--- src/rtl/detect_event_logger.sv ---
// Event logger for the sequence detector: counts detection types and
// queues {code, timestamp} records in a show-ahead FIFO drained by rd_en.
module detect_event_logger #(
    parameter int DEPTH = 4,
    parameter int TS_W  = 8,
    parameter int CNT_W = 8
) (
    input  logic                     clk,
    input  logic                     rst,
    input  logic                     en,
    input  logic [1:0]               y_in,
    input  logic                     clr,
    input  logic                     rd_en,
    output logic                     fifo_empty,
    output logic                     fifo_full,
    output logic [$clog2(DEPTH):0]   fifo_level,
    output logic [1:0]               dout_code,
    output logic [TS_W-1:0]          dout_ts,
    output logic [CNT_W-1:0]         cnt_a,
    output logic [CNT_W-1:0]         cnt_b,
    output logic [CNT_W-1:0]         drop_cnt,
    output logic                     err_flag
);

    localparam int PW = $clog2(DEPTH);
    localparam int LW = PW + 1;

    logic [TS_W-1:0] ts;
    logic [1:0]      mem_code [DEPTH];
    logic [TS_W-1:0] mem_ts   [DEPTH];
    logic [PW-1:0]   wr_ptr;
    logic [PW-1:0]   rd_ptr;
    logic [PW-1:0]   rd_nxt;
    logic [LW-1:0]   lvl_nxt;

    logic ev;
    logic pop;
    logic push;
    logic drop;

    // Pop is resolved before push so a full FIFO can accept a write
    // in the same cycle it is read.
    always_comb begin
        ev     = en && !clr && (y_in != 2'b00);
        pop    = rd_en && !fifo_empty && !clr;
        push   = ev && (!fifo_full || pop);
        drop   = ev && fifo_full && !pop;
        rd_nxt = rd_ptr + PW'(1);
        lvl_nxt = fifo_level;
        if (push && !pop)
            lvl_nxt = fifo_level + LW'(1);
        else if (pop && !push)
            lvl_nxt = fifo_level - LW'(1);
    end

    always_ff @(posedge clk or posedge rst) begin
        if (rst) begin
            ts         <= '0;
            cnt_a      <= '0;
            cnt_b      <= '0;
            drop_cnt   <= '0;
            err_flag   <= 1'b0;
            wr_ptr     <= '0;
            rd_ptr     <= '0;
            fifo_level <= '0;
            fifo_empty <= 1'b1;
            fifo_full  <= 1'b0;
            dout_code  <= 2'b00;
            dout_ts    <= '0;
            for (int i = 0; i < DEPTH; i++) begin
                mem_code[i] <= 2'b00;
                mem_ts[i]   <= '0;
            end
        end else begin
            ts <= ts + TS_W'(1);
            if (clr) begin
                cnt_a      <= '0;
                cnt_b      <= '0;
                drop_cnt   <= '0;
                err_flag   <= 1'b0;
                wr_ptr     <= '0;
                rd_ptr     <= '0;
                fifo_level <= '0;
                fifo_empty <= 1'b1;
                fifo_full  <= 1'b0;
            end else begin
                if (ev && y_in == 2'b01 && cnt_a != '1)
                    cnt_a <= cnt_a + CNT_W'(1);
                if (ev && y_in == 2'b11 && cnt_b != '1)
                    cnt_b <= cnt_b + CNT_W'(1);
                if (ev && y_in == 2'b10)
                    err_flag <= 1'b1;
                if (drop && drop_cnt != '1)
                    drop_cnt <= drop_cnt + CNT_W'(1);
                if (push) begin
                    mem_code[wr_ptr] <= y_in;
                    mem_ts[wr_ptr]   <= ts;
                    wr_ptr           <= wr_ptr + PW'(1);
                end
                if (pop)
                    rd_ptr <= rd_nxt;
                fifo_level <= lvl_nxt;
                fifo_empty <= (lvl_nxt == '0);
                fifo_full  <= (lvl_nxt == LW'(DEPTH));
                // Registered head: pick what will be oldest after this edge
                if (pop) begin
                    if (fifo_level > LW'(1)) begin
                        dout_code <= mem_code[rd_nxt];
                        dout_ts   <= mem_ts[rd_nxt];
                    end else if (push) begin
                        dout_code <= y_in;
                        dout_ts   <= ts;
                    end
                end else if (push && fifo_empty) begin
                    dout_code <= y_in;
                    dout_ts   <= ts;
                end
            end
        end
    end

endmodule

--- config.mk ---
export PLATFORM = sky130hd
export DESIGN_NAME = detect_event_logger
export DESIGN_NICKNAME = d
export VERILOG_FILES = /design/src/rtl/detect_event_logger.sv
export SDC_FILE = /design/constraint.sdc
export NUM_CORES = 1
export LEC_CHECK = 0
export ABC_CLOCK_PERIOD_IN_PS = 3800
export BUFFER_PORTS_ARGS = -buffer_cell sky130_fd_sc_hd__buf_2
export CAP_MARGIN = 30
export CORE_MARGIN = 2
export CORE_UTILIZATION = 58
export DETAILED_ROUTE_END_ITERATION = 10
export PLACE_DENSITY = 0.79
export SLEW_MARGIN = 30
export SYNTH_ARGS = -nofsm -noshare
export SYNTH_HDL_FRONTEND = slang
export SYNTH_SLANG_ARGS = --single-unit
--- constraint.sdc ---
create_clock -name clk -period 3.8 [get_ports clk]
set_clock_uncertainty 0.2 [all_clocks]
set_input_delay 0.19 -clock clk [delete_from_list [all_inputs] [get_ports clk]]
set_output_delay 0.19 -clock clk [all_outputs]
set_load 0.02 [all_outputs]
-- Yosys cells after proc, flatten, opt, wreduce, memory -nomap -nowiden
Cells that the tools add are included.
- logic and storage cells: 114
- memory bits (writable): 0
- memories: 0
- bits in read-only memories: 0
- register bits: 92
- latch bits: 0
- bits of input ports: 7
- div/mod/pow operators: 0
- $mul: 0
- equal/unequal tests: 8
- bitwise operators: 3
- multiplexer cells: 37
- reductions and logical operators: 34
- $add $sub $neg: 8
- order comparisons: 4
- shifts and indexed selects: 0
- operators with widths (operator ; number):
    8-bit 2-to-1 mux ; 13
    8-bit by 1-bit adder with 8-bit output (second input constant) ; 4
    32-bit bitwise mux ; 1
    8-bit inequality test (second input constant) ; 3
    2-bit 2-to-1 mux ; 11
    1-bit logical AND ; 17
    8-bit binary-select mux with 2-bit select ; 1
    8-bit demux with 2-bit select ; 1
    2-bit nonzero test ; 8
    3-bit 2-to-1 mux ; 3
    8-bit bitwise mux ; 1
    3-bit >= comparator (second input constant) ; 2
    2-bit inverter with 3-bit output ; 2
    1-bit logical NOT ; 5
    2-bit by 1-bit adder with 2-bit output (second input constant) ; 2
    2-bit binary-select mux with 2-bit select ; 1
    2-bit demux with 2-bit select ; 1
    2-bit equality test (second input constant) ; 2
    1-bit 2-to-1 mux ; 4
    3-bit by 1-bit adder with 3-bit output (second input constant) ; 1
    3-bit equality test (second input constant) ; 1
    3-bit by 1-bit > comparator with 1-bit output (second input constant) ; 1
    3-bit logical NOT ; 1
    3-bit by 1-bit < comparator with 1-bit output (second input constant) ; 1
    7 further kinds ; 7

-- Logic depth before layout (Yosys ltp)
Gate-level depths: netlist of run 1.
- word-level depth: 11
- mapped depth: 7
- mapped depth without buffers: 6

-- Worst setup path after synthesis of run 1
Ideal clock, no wire load.
- path kind: register -> register
- start point: register fifo_empty
- end point: register drop_cnt[4]
- cell stages (with the launch flop): 8
- buffers on the path: 2
- data required time: 3.522 ns
- arrival: 2.065 ns
- period minus slack after synthesis: 2.343 ns
- setup time: 0.078 ns
- setup slack: 1.457 ns
- cells stage by stage: dfstp_2 -> nor2b_1 -> buf_6 -> or4b_4 -> a31o_1 -> buf_6 -> or3_1 -> a21oi_1
- cells in the longest elaborated chain, start to end: 7
- RTL lines (item ; RTL line ; RTL):
    start, declared ; 14 ; output logic fifo_empty,
    start signal, assigned ; 103 ; fifo_empty <= (lvl_nxt == '0);
    1-bit logical NOT ; 45 ; pop = rd_en && !fifo_empty && !clr;
    1-bit logical AND (2 in a row) ; 45 ;
    1-bit logical NOT ; 47 ; drop = ev && fifo_full && !pop;
    1-bit logical AND ; 47 ;
    1-bit logical AND ; 93 ; if (drop && drop_cnt != '1)
    2-bit nonzero test (no source line) ; -- ;
    end signal, assigned ; 94 ; drop_cnt <= drop_cnt + CNT_W'(1);
    end, declared ; 21 ; output logic [CNT_W-1:0] drop_cnt,
No other way between the ends.
A chain may end at the register's enable or synchronous reset.

-- Worst setup path in the final report of run 1
- start point: register fifo_empty
- end point: register mem_ts[17] in the netlist's numbering
- cells in the longest elaborated chain, start to end: 6
- RTL lines (item ; RTL line ; RTL):
    1-bit logical NOT ; 45 ;
    1-bit logical AND (2 in a row) ; 45 ;
    1-bit logical OR ; 46 ; push = ev && (!fifo_full || pop);
    1-bit logical AND ; 46 ;
    2-bit AND reduction (no source line) ; -- ;
    end signal, assigned by index ; 97 ; mem_ts[wr_ptr] <= ts;
    end, declared ; 30 ; logic [TS_W-1:0] mem_ts [DEPTH];
No other way between the ends.

==> flow_metrics.env, run 1 <==
export IMPL_grt_pass1_vias=2941
export IMPL_rsz0062_at_grt="no"
export IMPL_cts_reportedPaths_clkPinSlew_ns=0.09
export IMPL_drive_above_1_share_pct=35.4
export IMPL_grt_overflow=0
export IMPL_async_flop_share_pct=100
export IMPL_cts_buffer_depth=2
export IMPL_placedInstanceArea_sq_mm=0.00468
export IMPL_cp_depth=5
export IMPL_crit_path_end_kind="register"
export IMPL_cts_tree="built"
export IMPL_syn2layout_area_growth_pct=11.0
export IMPL_drt_iter0_markers=114
export IMPL_detail_route_antenna_nets=0
export IMPL_syn_avg_cell_area_sq_um=12.7
export IMPL_grt_total_usage_pct=22.3
export IMPL_hold_path_class="input pin to register"
export IMPL_routed_via_count=2829
export IMPL_synth_cell_types=48
export IMPL_clock_fmax_mhz=333
export IMPL_finalSetupTns_ns=0
export IMPL_slew_headroom_pct=45.8
export IMPL_drv_slew=0
export IMPL_antenna_found_initial=0
export IMPL_htreeDepth=3
export IMPL_ir_worst_vdd_mv=0.184
export IMPL_maxCapViolations=0
export IMPL_numCtsBuffers=9
export IMPL_fin_ws_ns=0.798
export IMPL_gp_congestion=0.771
export IMPL_routed_via_density=5.69
export IMPL_highest_layer="met4"
export IMPL_wl_per_cell_microns=16.9
export IMPL_hold_depth=3
export IMPL_dp_hpwl_microns=5670
export IMPL_fp_dieArea_sq_mm=0.00831
export IMPL_nNetsFinal=411
export IMPL_cp_max_fo=10
export IMPL_finalWorstPathRequiredPeriod_ns=3.00
export IMPL_worstRegToRegCells=5
export IMPL_wl_met3_microns=309
export IMPL_crit_chain="nor2b_1 > nand2_1 > a211oi_1 > and2_1 > mux2_2"
export IMPL_run_status="finished, final reports clean"
export IMPL_critPathLaunchType="register"
export IMPL_die_h_microns=91.2
export IMPL_crit_path_max_incr_delay_ns=0.67
export IMPL_path_delay_family="simple AND/OR/NAND/NOR gates"
export IMPL_synth_cell_area_sq_mm=0.00441
export IMPL_synth_seq_area_share_pct=52.3
export IMPL_p_leak_nw=2.25
export IMPL_setup_viol=0
export IMPL_wl_microns=8380
export IMPL_synthFlopType="dfrtp_1"
export IMPL_syn_inst=347
export IMPL_root_buffer="clkbuf_8"
export IMPL_dr_pass1_iters=4
export IMPL_yosysWarnings=0
export IMPL_ys_ff_latch=92
export IMPL_die_w_microns=91.2
export IMPL_tightestPinTransition_ns=0.813
export IMPL_met2_length_microns=4090
export IMPL_synth_edff_count=0
export IMPL_wirelength_met1_microns=3870
export IMPL_start_util_pct=60.4
export IMPL_clkLatencyLatePin_ns=0.36
export IMPL_post_cts_resized=0
export IMPL_grt_pass1_wl_microns=14400
export IMPL_crit_buf_inv=0
export IMPL_final_area_sq_mm=0.00489
export IMPL_synth_fp_nets=365
export IMPL_holdWs_ns=0.0294
export IMPL_post_cts_buffers=0
export IMPL_antennaDiodeCount=0
export IMPL_rrSetupSlack_ns=0.80
export IMPL_core_area_sq_mm=0.00729
export IMPL_power_density_mw_per_mm2=439
export IMPL_critPathKind="register to register"
export IMPL_fin_crit_sh_pct=79.0
export IMPL_cp_arrival_ns=3.05
export IMPL_crit_slowest_cell="a211oi_1"
export IMPL_clock_sinks=92
export IMPL_ioPinCount=47
export IMPL_rows=31
export IMPL_grt_max_degree=40
export IMPL_place_ws_ns=0.818
export IMPL_hold_buffers=3
export IMPL_port_buffers=46
export IMPL_crit_required_ns=3.85
export IMPL_drc_errors=0
export IMPL_hold_viol=0
==> layout by cell type (no fill, tap or decap), types with 2 or more instances in the layout <==
cell | netlist | routed
dfrtp_1 | 91 | 91
nand2_1 | 17 | 17
and3_1 | 4 | 4
clkbuf_8 | 0 | 10
nor2_1 | 27 | 27
and2_1 | 5 | 5
nand4_1 | 4 | 4
dlygate4sd3_1 | 0 | 3
nor3_1 | 5 | 5
xor2_1 | 13 | 13
o21ai_0 | 7 | 7
o31ai_1 | 3 | 3
clkinvlp_4 | 0 | 3
mux2_2 | 62 | 62
nor4_1 | 2 | 2
clkinv_2 | 0 | 2
nand3_1 | 11 | 11
or3_1 | 3 | 3
buf_4 | 5 | 3
xnor2_1 | 9 | 9
ha_1 | 11 | 11
buf_2 | 2 | 46
and4_1 | 2 | 2
inv_1 | 9 | 8
o211ai_1 | 3 | 3
mux4_2 | 10 | 10
a21oi_1 | 6 | 6
nand4bb_1 | 2 | 2
mux2i_1 | 4 | 4
==> power breakdown <==
group	total (W)	internal [W]	switching [W]
Sequential	0.00118	0.00111	0.0000773
Combinational	0.000355	0.000189	0.000166
Clock	0.000606	0.000257	0.000349
==> logic make-up after synthesis <==
| logic type | count (synthesis) | synth area share, % |
|---|---|---|
| adder cells (fa/ha/maj) | 11 | 3.12 |
| AO/OA/AOI/OAI | 32 | 5.11 |
| AND/OR/NAND/NOR | 87 | 10.1 |
| flip-flops | 92 | 52.3 |
| XOR/XNOR | 22 | 4.37 |
| multiplexers | 76 | 21.9 |
| buffers and inverters | 27 | 3.12 |
==> final cells by class <==
| type | instances | area, sq um |
|---|---|---|
| inverters | 10 | 38.8 |
| fillers | 579 | 2400 |
| clock inverters | 5 | 36.3 |
| multi-input cells | 228 | 1960 |
| repair buffers | 52 | 283 |
| well taps | 99 | 124 |
| flip-flops and latches | 92 | 2300 |
| clock buffers | 11 | 141 |
==> layer usage <==
layer  track usage, %  vias up
met5                0        -
met1             30.0     1427
met4             6.94        0
li1                 -     1337
met2             35.9       55
met3             5.56       10
==> state kept, by name, indices dropped and copies added (netlist names) <==
register,cells
fifo_empty,1
wr_ptr,2
ts,8
cnt_b,8
dout_code,2
rd_ptr,2
mem_code,8
fifo_full,1
err_flag,1
cnt_a,8
dout_ts,8
fifo_level,3
mem_ts,32
drop_cnt,8
==> synthesized netlist by cell type (4+ instances only) <==
| master | n | area, sq um |
|---|---|---|
| a21oi_1 | 6 | 30.0 |
| and2_1 | 5 | 31.3 |
| and3_1 | 4 | 25.0 |
| buf_1 | 5 | 18.8 |
| buf_4 | 5 | 37.5 |
| dfrtp_1 | 91 | 2280 |
| ha_1 | 11 | 138 |
| inv_1 | 9 | 33.8 |
| mux2_2 | 62 | 698 |
| mux2i_1 | 4 | 40.0 |
| mux4_2 | 10 | 225 |
| nand2_1 | 17 | 63.8 |
| nand3_1 | 11 | 55.1 |
| nand4_1 | 4 | 25.0 |
| nor2_1 | 27 | 101 |
| nor3_1 | 5 | 25.0 |
| o21ai_0 | 7 | 35.0 |
| xnor2_1 | 9 | 78.8 |
| xor2_1 | 13 | 114 |
==> worst paths after layout <==
path                            start     endpoint
setup / recovery           fifo_empty   mem_ts[17]
hold / removal                y_in[1]     err_flag
setup reg to reg           fifo_empty   mem_ts[17]
hold reg to reg            dout_ts[5]   dout_ts[5]
max in group asynchronous         rst   dout_ts[5]
min in group asynchronous         rst  drop_cnt[7]
==> tightest hold or removal path: stages <==
cell and delay [ns]:
buf_2 0.17, a31oi_1 0.15, nor2_1 0.05
==> through the flow <==
stage / utilization, % / std cells / power (W)
after floorplan: - / 347 / 0.00146
after global placement: 64.2 / 478 / 0.00153
after detailed placement: 64.2 / 478 / 0.00156
after CTS: 67.1 / 497 / 0.00217
after global routing: 67.1 / 497 / 0.00226
final: 67.1 / 497 / 0.00215
Note: power is estimated with default switching activity, not from simulation.
==> run 2: changes to the inputs <==
Settings changed: ABC_CLOCK_PERIOD_IN_PS 3800 to 2490, CORE_UTILIZATION 58 to 53, PLACE_DENSITY 0.79 to 0.76.
Clock period 3.8 ns to 2.49 ns, I/O delays scaled along.
==> flow_metrics.env, run 2 (synthesis gave the netlist of run 1 again) <==
export IMPL_setup_viol=0
export IMPL_cp_max_fo=10
export IMPL_post_cts_resized=0
export IMPL_clock_sinks=92
export IMPL_grt_overflow=0
export IMPL_numCtsBuffers=9
export IMPL_ioPinCount=47
export IMPL_root_buffer="clkbuf_8"
export IMPL_critPathLaunchType="input pin"
export IMPL_cts_tree="built"
export IMPL_drv_slew=0
export IMPL_drt_iter0_markers=133
export IMPL_cp_arrival_ns=2.38
export IMPL_run_status="finished, final reports clean"
export IMPL_crit_path_max_incr_delay_ns=0.53
export IMPL_routed_via_density=5.55
export IMPL_fin_crit_sh_pct=92.2
export IMPL_detail_route_antenna_nets=0
export IMPL_die_h_microns=95.2
export IMPL_p_seq_share_pct=52.9
export IMPL_crit_required_ns=2.57
export IMPL_rows=33
export IMPL_p_leak_nw=2.35
export IMPL_crit_chain="dlygate4sd3_1 > buf_2 > o21ai_2 > or4b_4 > a31o_1 > or3_1 > a21oi_1"
export IMPL_grt_total_usage_pct=19.8
export IMPL_port_buffers=46
export IMPL_path_delay_family="simple AND/OR/NAND/NOR gates"
export IMPL_finalSetupTns_ns=0
export IMPL_crit_path_end_kind="register"
export IMPL_grt_max_degree=93
export IMPL_finalWorstPathRequiredPeriod_ns=2.29
export IMPL_final_common_cell="dfrtp_1"
export IMPL_syn2layout_area_growth_pct=15.1
export IMPL_hold_buffers=5
export IMPL_combPwrFrac_pct=16.7
export IMPL_antennaDiodeCount=0
export IMPL_cts_buffer_depth=2
export IMPL_final_cell_mix="dfrtp_1, mux2_2, buf_2"
export IMPL_power_frac_clock_pct=30.4
export IMPL_hold_depth=5
export IMPL_dp_hpwl_microns=5400
export IMPL_cp_depth=7
export IMPL_drive_above_1_share_pct=37.5
export IMPL_worstRegToRegCells=5
export IMPL_post_cts_buffers=0
export IMPL_die_w_microns=95.2
export IMPL_start_util_pct=54.2
export IMPL_switchingPower_w=0.000887
export IMPL_hold_path_class="input pin to register"
export IMPL_wl_microns=8180
export IMPL_gp_congestion=0.819
export IMPL_switching_share_pct=26.2
export IMPL_rsz0062_at_grt="no"
export IMPL_critPathKind="input pin to register"
export IMPL_core_area_sq_mm=0.00813
export IMPL_hold_viol=0
export IMPL_antenna_found_initial=0
export IMPL_routed_via_count=2876
export IMPL_placed_cells=497
export IMPL_maxCapViolations=0
export IMPL_power_density_mw_per_mm2=667
export IMPL_cts_reportedPaths_clkPinSlew_ns=0.08
export IMPL_grt_pass1_vias=2783
export IMPL_htreeDepth=3
export IMPL_internal_power_w=0.00250
export IMPL_slew_headroom_pct=62.8
export IMPL_grt_pass1_wl_microns=13600
export IMPL_largest_register_ffs=32
export IMPL_drc_errors=0
export IMPL_crit_buf_inv=2
export IMPL_crit_slowest_cell="dlygate4sd3_1"
export IMPL_dr_pass1_iters=4
export IMPL_wl_per_cell_microns=15.8
export IMPL_clock_fmax_mhz=436
export IMPL_ir_worst_vdd_mv=0.340
export IMPL_nNetsFinal=426
export IMPL_fp_dieArea_sq_mm=0.00906
export IMPL_tightestPinTransition_ns=0.551
export IMPL_layoutNonFillerInstCount=518
export IMPL_top_register="mem_ts"
export IMPL_clkLatencyLatePin_ns=0.36
==> run 2: power groups by stage <==
stage	clock, W	sequential [W]	combinational [W]
global route	0.00112	0.00182	0.000623
detailed placement	0	0.00182	0.000569
global placement	0	0.00181	0.000552
finish	0.00103	0.00179	0.000566
floorplan	0	0.00186	0.000364
CTS	0.00106	0.00179	0.000578
==> run 2: layout make-up <==
class                      instances  area, sq um
fill                             640         3060
timing repair buffer              67          425
clock buffer                      10          138
multi-input combinational        228         1960
inverter                          10         41.3
tap                              105          131
clock inverter                     6         68.8
sequential                        92         2300
==> run 2: path summary, 6_finish.rpt <==
path / startpoint / end / slack, ns
max in group asynchronous: rst / fifo_empty / 1.46
hold / removal: rd_en / rd_ptr[0] / 0.18
hold reg to reg: dout_ts[5] / dout_ts[5] / 0.31
min in group asynchronous: rst / mem_ts[8] / 0.24
setup / recovery: y_in[1] / drop_cnt[4] / 0.20
setup reg to reg: fifo_empty / drop_cnt[4] / 0.24
==> run 2: layer usage <==
layer  GRT usage, %  share of wire, %  vias up
li1               -                 -     1358
met1           27.0                46     1450
met2           31.2                49       59
met3           3.95               3.5        9
met4           7.97               1.1        0
met5              0                 0        -
==> run 2: metrics by stage <==
| stage | worst slack (ns) | power, W | instance area [sq um] | hold WS [ns] | util (%) |
|---|---|---|---|---|---|
| finish | 0.195 | 0.00338 | 5070 | 0.182 | 62.4 |
| global placement | 0.305 | 0.00236 | 4820 | 0.105 | 59.2 |
| detailed placement | 0.254 | 0.00239 | 4820 | 0.108 | 59.2 |
| global route | 0.133 | 0.00356 | 5070 | 0.227 | 62.4 |
| CTS | 0.252 | 0.00343 | 5070 | 0.173 | 62.4 |
| floorplan | 0.147 | 0.00223 | 4410 | 0.101 | - |
==> run 2: tightest hold or removal path, delay by kind of cell <==
family                    cells  cell delay, ns
buffers and inverters         2            0.26
xor gates and xnor gates      1            0.13
and+or+nand+nor               2            0.19
